**config.mk**
```make
export PLATFORM = sky130hd
export DESIGN_NAME = uart_command_scheduler
export DESIGN_NICKNAME = d
export VERILOG_FILES = /design/src/rtl/uart_command_scheduler.sv
export SDC_FILE = /design/constraint.sdc
export NUM_CORES = 1
export LEC_CHECK = 0
export CORE_UTILIZATION = 40
export DETAILED_ROUTE_END_ITERATION = 16
export SETUP_SLACK_MARGIN = 0.5
export SLEW_MARGIN = 25
export SYNTH_ARGS = -nofsm -noshare
export SYNTH_HDL_FRONTEND = slang
export SYNTH_SLANG_ARGS = --single-unit
```
**constraint.sdc**
```tcl
create_clock -name clk -period 3.8 [get_ports clk]
set_input_delay 0.76 -clock clk [delete_from_list [all_inputs] [get_ports clk]]
set_output_delay 0.76 -clock clk [all_outputs]
set_load 0.005 [all_outputs]
```
**src/rtl/uart_command_scheduler.sv**
```systemverilog
// Shares one command accumulator between the BLE and host UART byte streams,
// granting one whole command at a time round-robin and reporting each outcome.
module uart_command_scheduler #(
    parameter int PULSE_HI     = 4,
    parameter int PULSE_LO     = 4,
    parameter int BYTE_TIMEOUT = 1000,
    parameter int DONE_TIMEOUT = 64,
    parameter int MAX_BYTES    = 128
) (
    input  logic       clk,
    input  logic       reset,
    input  logic [7:0] ble_byte,
    input  logic       ble_valid,
    output logic       ble_ready,
    input  logic [7:0] host_byte,
    input  logic       host_valid,
    output logic       host_ready,
    output logic [7:0] acc_input_data,
    output logic       acc_accumulate,
    output logic       acc_ble_side,
    output logic       acc_reset,
    input  logic       acc_done,
    input  logic       acc_error,
    output logic       cmd_valid,
    input  logic       cmd_ready,
    output logic       cmd_source,
    output logic       cmd_error,
    output logic [7:0] cmd_bytes,
    output logic       busy
);
    typedef enum logic [2:0] {
        S_IDLE, S_GRANT, S_WAIT_BYTE, S_PULSE_HI,
        S_PULSE_LO, S_WAIT_DONE, S_REPORT, S_ACC_RST
    } state_t;

    localparam logic [7:0]  PH_LAST = 8'(PULSE_HI - 1);
    localparam logic [7:0]  PL_LAST = 8'(PULSE_LO - 1);
    localparam logic [15:0] BT_LAST = 16'(BYTE_TIMEOUT - 1);
    localparam logic [15:0] DT_LAST = 16'(DONE_TIMEOUT - 1);
    localparam logic [7:0]  MAX_CNT = 8'(MAX_BYTES);

    state_t      state_reg;
    logic        owner_reg;          // 1 = BLE owns the accumulator
    logic        rr_last_reg;
    logic [1:0]  init_pend_reg;
    logic [7:0]  pcnt_reg;
    logic [15:0] timer_reg;
    logic [7:0]  byte_cnt_reg;
    logic        term_reg;
    logic        prev_be_reg;
    logic        done_low_seen_reg;
    logic        ble_ready_reg;
    logic        host_ready_reg;
    logic [7:0]  acc_input_data_reg;
    logic        acc_accumulate_reg;
    logic        acc_ble_side_reg;
    logic        acc_reset_reg;
    logic        cmd_valid_reg;
    logic        cmd_source_reg;
    logic        cmd_error_reg;
    logic [7:0]  cmd_bytes_reg;

    logic        src_valid;
    logic [7:0]  src_byte;
    logic        grant_ble;
    logic        byte_terminal;
    logic        go_report;
    logic        report_err;

    assign src_valid     = owner_reg ? ble_valid : host_valid;
    assign src_byte      = owner_reg ? ble_byte : host_byte;
    // On a tie, the source that did not finish last wins
    assign grant_ble     = ble_valid && !(host_valid && rr_last_reg);
    assign byte_terminal = owner_reg ? (src_byte == 8'h0D)
                                     : (prev_be_reg && src_byte == 8'hEF);

    always_comb begin
        go_report  = 1'b0;
        report_err = 1'b1;
        case (state_reg)
            S_WAIT_BYTE: go_report = acc_error || (!src_valid && timer_reg == BT_LAST);
            S_PULSE_HI:  go_report = acc_error;
            S_PULSE_LO:  go_report = acc_error ||
                         (pcnt_reg == PL_LAST && !term_reg && byte_cnt_reg == MAX_CNT);
            S_WAIT_DONE: begin
                if (acc_error) begin
                    go_report = 1'b1;
                end else if (acc_done && done_low_seen_reg) begin
                    go_report  = 1'b1;
                    report_err = 1'b0;
                end else if (timer_reg == DT_LAST) begin
                    go_report = 1'b1;
                end
            end
            default: go_report = 1'b0;
        endcase
    end

    always_ff @(posedge clk) begin
        if (reset) begin
            state_reg          <= S_IDLE;
            owner_reg          <= 1'b0;
            rr_last_reg        <= 1'b1;
            init_pend_reg      <= 2'd2;
            pcnt_reg           <= '0;
            timer_reg          <= '0;
            byte_cnt_reg       <= '0;
            term_reg           <= 1'b0;
            prev_be_reg        <= 1'b0;
            done_low_seen_reg  <= 1'b0;
            ble_ready_reg      <= 1'b0;
            host_ready_reg     <= 1'b0;
            acc_input_data_reg <= '0;
            acc_accumulate_reg <= 1'b0;
            acc_ble_side_reg   <= 1'b0;
            acc_reset_reg      <= 1'b0;
            cmd_valid_reg      <= 1'b0;
            cmd_source_reg     <= 1'b0;
            cmd_error_reg      <= 1'b0;
            cmd_bytes_reg      <= '0;
        end else begin
            if (!acc_done && (state_reg == S_WAIT_BYTE || state_reg == S_PULSE_HI ||
                              state_reg == S_PULSE_LO || state_reg == S_WAIT_DONE))
                done_low_seen_reg <= 1'b1;

            if (go_report) begin
                state_reg          <= S_REPORT;
                ble_ready_reg      <= 1'b0;
                host_ready_reg     <= 1'b0;
                acc_accumulate_reg <= 1'b0;
                cmd_valid_reg      <= 1'b1;
                cmd_source_reg     <= owner_reg;
                cmd_error_reg      <= report_err;
                cmd_bytes_reg      <= byte_cnt_reg;
            end else begin
                case (state_reg)
                    S_IDLE: begin
                        // Hold the accumulator in reset for two cycles after our own reset
                        if (init_pend_reg != 2'd0) begin
                            acc_reset_reg <= 1'b1;
                            init_pend_reg <= init_pend_reg - 2'd1;
                        end else begin
                            acc_reset_reg <= 1'b0;
                            if (ble_valid || host_valid) begin
                                owner_reg        <= grant_ble;
                                acc_ble_side_reg <= grant_ble;
                                state_reg        <= S_GRANT;
                            end
                        end
                    end
                    S_GRANT: begin
                        byte_cnt_reg      <= '0;
                        done_low_seen_reg <= 1'b0;
                        timer_reg         <= '0;
                        prev_be_reg       <= 1'b0;
                        ble_ready_reg     <= owner_reg;
                        host_ready_reg    <= !owner_reg;
                        state_reg         <= S_WAIT_BYTE;
                    end
                    S_WAIT_BYTE: begin
                        if (src_valid) begin
                            acc_input_data_reg <= src_byte;
                            acc_accumulate_reg <= 1'b1;
                            term_reg           <= byte_terminal;
                            prev_be_reg        <= (src_byte == 8'hBE) && !owner_reg;
                            if (byte_cnt_reg != MAX_CNT)
                                byte_cnt_reg <= byte_cnt_reg + 8'd1;
                            ble_ready_reg      <= 1'b0;
                            host_ready_reg     <= 1'b0;
                            pcnt_reg           <= '0;
                            state_reg          <= S_PULSE_HI;
                        end else begin
                            timer_reg <= timer_reg + 16'd1;
                        end
                    end
                    S_PULSE_HI: begin
                        if (pcnt_reg == PH_LAST) begin
                            acc_accumulate_reg <= 1'b0;
                            pcnt_reg           <= '0;
                            state_reg          <= S_PULSE_LO;
                        end else begin
                            pcnt_reg <= pcnt_reg + 8'd1;
                        end
                    end
                    S_PULSE_LO: begin
                        if (pcnt_reg == PL_LAST) begin
                            timer_reg <= '0;
                            if (term_reg) begin
                                state_reg <= S_WAIT_DONE;
                            end else begin
                                ble_ready_reg  <= owner_reg;
                                host_ready_reg <= !owner_reg;
                                state_reg      <= S_WAIT_BYTE;
                            end
                        end else begin
                            pcnt_reg <= pcnt_reg + 8'd1;
                        end
                    end
                    S_WAIT_DONE: timer_reg <= timer_reg + 16'd1;
                    S_REPORT: begin
                        if (cmd_ready) begin
                            cmd_valid_reg <= 1'b0;
                            rr_last_reg   <= owner_reg;
                            if (cmd_error_reg) begin
                                acc_reset_reg <= 1'b1;
                                pcnt_reg      <= '0;
                                state_reg     <= S_ACC_RST;
                            end else begin
                                state_reg <= S_IDLE;
                            end
                        end
                    end
                    S_ACC_RST: begin
                        if (pcnt_reg == 8'd1) begin
                            acc_reset_reg <= 1'b0;
                            state_reg     <= S_IDLE;
                        end else begin
                            pcnt_reg <= pcnt_reg + 8'd1;
                        end
                    end
                    default: state_reg <= S_IDLE;
                endcase
            end
        end
    end

    assign ble_ready      = ble_ready_reg;
    assign host_ready     = host_ready_reg;
    assign acc_input_data = acc_input_data_reg;
    assign acc_accumulate = acc_accumulate_reg;
    assign acc_ble_side   = acc_ble_side_reg;
    assign acc_reset      = acc_reset_reg;
    assign cmd_valid      = cmd_valid_reg;
    assign cmd_source     = cmd_source_reg;
    assign cmd_error      = cmd_error_reg;
    assign cmd_bytes      = cmd_bytes_reg;
    assign busy           = (state_reg != S_IDLE);
endmodule

```
==> results.yml <==
clock_network:
  cts_root_buffer: "clkbuf_8"
  cts.sinks: 65
  cts_max_level: 3
  ctsResizeCount: 0
  numCtsBuffers: 9
  post-cts-setup-buffers: 0
  tritoncts: "built"
  clk_latency_ns: 0.35
  ctsHoldBuffers: 0
  clkTransAtPathRegs_ns: 0.07
  cts_buffer_depth: 2
min_path:
  hp-class: "reg2reg"
cells_and_area:
  area.growth.synth_to_final_pct: 20.9
  antenna_cells: 0
  utilization_pct: 50.8
  largest_reg_flops: 16
  drive_gt1_share_pct: 8.88
  stdcell_area_sq_mm: 0.00452
  nets: 544
power_and_ir_drop:
  p_leak_uw: 0.00157
  p_per_area_mw_per_mm2: 459
  vdd_drop_max_mv: 0.194
  p_int_uw: 1370
  seqPwrFrac_pct: 37.8
  pwr-share-comb_pct: 32.2
  switching_share_pct: 33.9
  power_frac_clock_pct: 30.1
  switching_power_uw: 703
placement:
  dpl.hpwl_microns: 7150
  portBuffers: 47
  routabilityCongestion: 0.890
  placed_area_sq_mm: 0.00431
  dp_slack_ns: 0.584
sta:
  grt_setup_unrepaired: "no"
  relSlewSlack_pct: 44.2
  worst_pin_slew_ns: 0.834
  layout_setup_ws_ns: 0.857
  clock.fmax_ghz: 0.340
  fin_skew_ns: 0.0102
  slew_violations: 0
  finalSetupTns_ns: 0
  finalHoldViolations: 0
  min_period_ns: 2.94
  hold_ws_ns: 0.454
  finalCritPeriodShare_pct: 77.5
  finalSetupViolCount: 0
logic_synthesis:
  synth.area.mux_share_pct: 4.62
  synth_edf_count: 0
  netlist_area_sq_mm: 0.00374
  syn-instance-count: 470
  yosysWarnings: 0
  synthSimpleGateAreaFrac_pct: 27.7
  ys_seq_area_share_pct: 34.8
  synthAdderAreaFrac_pct: 2.68
  synth_top_family_by_area: "simple AND/OR/NAND/NOR gates"
  synth_cell_types: 58
  synth_seq_cells: 65
  synthXorXnorAreaFrac_pct: 0.469
  async_flop_share_pct: 0
  syn_nets: 501
  syn_avg_cell_area_sq_um: 7.95
  synth_compound_area_share_pct: 24.4
  ys.flop_type: "dfxtp_1"
outcome:
  status: "complete, no violations"
global_route:
  grt_overflow: 0
  grt_usage_pct: 21.8
  use_met1_pct: 29.4
  grt_pass1_wl_microns: 17000
  use_met2_pct: 34.8
  antenna_found_initial: 0
  grt_max_degree: 36
  grt_use_met3_pct: 3.12
  grt_pass1_vias: 3511
  grt.busiest_layer: "met2"
detailed_routing:
  drt-pass1-iter-count: 4
  avgRoutedWirePerCell_microns: 16.3
  postRouteWirelength_microns: 10200
  drt_iter0_drc: 260
  via_count: 3721
  drcViolationCount: 0
  ant_nets: 0
  viasPerCell: 5.94
setup_path:
  crit_buf_inv: 2
  cp_cell_sequence: "nor3_1 -> inv_1 -> clkdlybuf4s50_1"
  worst-endpoint-arrival_ns: 2.18
  max_stage_delay_ns: 0.61
  crit_family: "buffers and inverters"
  crit_type: "reg2out"
  crit_path_end_kind: "primary output"
  worstSetupStartpointType: "flip-flop"
  worstPathRequired_ns: 3.04
  cp_max_fo: 22
  slowest_stage: "nor3_1"
die:
  dieArea_sq_mm: 0.00973
  die_w_microns: 98.6
  io_pins: 48
  core_sq_mm: 0.00889
  die_h_microns: 98.6
  start_util_pct: 42.0
  num_rows: 34
flow_run:
  cap_violations: 0
[area by class of cell]
| cell class | instances | area, sq um |
|---|---|---|
| Clock buffer | 14 | 173 |
| Multi-Input combinational cell | 361 | 2250 |
| Timing Repair Buffer | 60 | 563 |
| Tap cell | 108 | 135 |
| Sequential cell | 65 | 1300 |
| Inverter | 16 | 60.1 |
| Fill cell | 867 | 4370 |
| Clock inverter | 2 | 35.0 |
[layer usage]
metal / share of wire [%] / routed length (microns)
met1: 46 / 4720
met3: 5.6 / 573
met4: 1.6 / 160
met2: 47 / 4770
met5: 0 / 0
[tightest hold or removal path, cell delays in order, from the launching register on]
cell     delay (ns)
dfxtp_1        0.31
nand2_1        0.05
a21oi_1        0.05
[placed cells by master, fill, tap and decap left out, types with 4 or more instances in the layout]
master / Yosys / layout
a21o_1: 7 / 7
nand4_1: 11 / 11
nand2b_1: 4 / 4
o211ai_1: 14 / 14
nand3_1: 26 / 26
a211oi_1: 8 / 8
or2_2: 4 / 4
a31oi_1: 8 / 8
o41ai_1: 7 / 7
a21oi_1: 33 / 33
mux2i_1: 15 / 15
nor3_1: 20 / 19
nor3b_1: 4 / 4
o21ai_0: 8 / 8
nor2_1: 48 / 48
clkdlybuf4s50_1: 0 / 46
nor2b_1: 8 / 8
nand2_1: 53 / 53
nor4_1: 5 / 4
clkbuf_8: 0 / 12
a32o_1: 12 / 12
inv_1: 16 / 16
dfxtp_1: 65 / 65
buf_4: 2 / 13
and3_1: 5 / 5
or3_1: 4 / 4
ha_1: 8 / 8
[worst paths after layout]
kind | start | cells after the start | to | slack [ns]
worst max register to register | timer_reg[0]$_SDFFE_PP0P_ | 8 | pcnt_reg[2]$_SDFFE_PP0P_ | 1.00
worst min register to register | cmd_bytes[6]$_SDFFE_PP0P_ | 2 | cmd_bytes[6]$_SDFFE_PP0P_ | 0.45
worst min-delay path | cmd_bytes[6]$_SDFFE_PP0P_ | 2 | cmd_bytes[6]$_SDFFE_PP0P_ | 0.45
worst max-delay path | state_reg[0]$_SDFFE_PP0P_ | 3 | busy | 0.86
[synth_stat cells (5+ instances only)]
| cell | instances | share of area, % |
|---|---|---|
| nor2b_1 | 8 | 1.3 |
| a21o_1 | 7 | 1.4 |
| a32o_1 | 12 | 3.2 |
| nand3_1 | 26 | 3.5 |
| clkbuf_1 | 15 | 1.5 |
| o21ai_0 | 8 | 1.1 |
| mux2i_1 | 15 | 4.0 |
| inv_1 | 16 | 1.6 |
| o211ai_1 | 14 | 2.8 |
| nor2_1 | 48 | 4.8 |
| a31oi_1 | 8 | 1.3 |
| nand4_1 | 11 | 1.8 |
| dfxtp_1 | 65 | 35 |
| buf_2 | 7 | 0.94 |
| nand2_1 | 53 | 5.3 |
| nor4_1 | 5 | 0.84 |
| nor3_1 | 20 | 2.7 |
| a211oi_1 | 8 | 1.6 |
| o41ai_1 | 7 | 1.6 |
| a21oi_1 | 33 | 4.4 |
| ha_1 | 8 | 2.7 |
| and3_1 | 5 | 0.84 |
[per-stage QoR]
| step | instances | total power, uW |
|---|---|---|
| global route | 626 | 2200 |
| global placement | 610 | 1460 |
| finish | 626 | 2070 |
| detailed placement | 610 | 1460 |
| floorplan | 470 | 1240 |
| CTS | 626 | 2090 |
[power by group through the flow]
stage / combinational, uW / clock (uW) / sequential (uW)
2_1_floorplan: 459 / 0 / 780
3_3_place_gp: 657 / 0 / 798
3_5_place_dp: 661 / 0 / 799
4_1_cts: 664 / 637 / 783
5_1_grt: 740 / 674 / 791
6_report: 667 / 623 / 783
[cells by family after synthesis]
family	count (synthesis)
adders and majority gates	8
AOI/OAI and AO/OA	127
and+or+nand+nor	207
xor gates and xnor gates	2
DFF	65
buffers and inverters	44
muxes	17
Note: power is estimated with default switching activity, not from simulation.
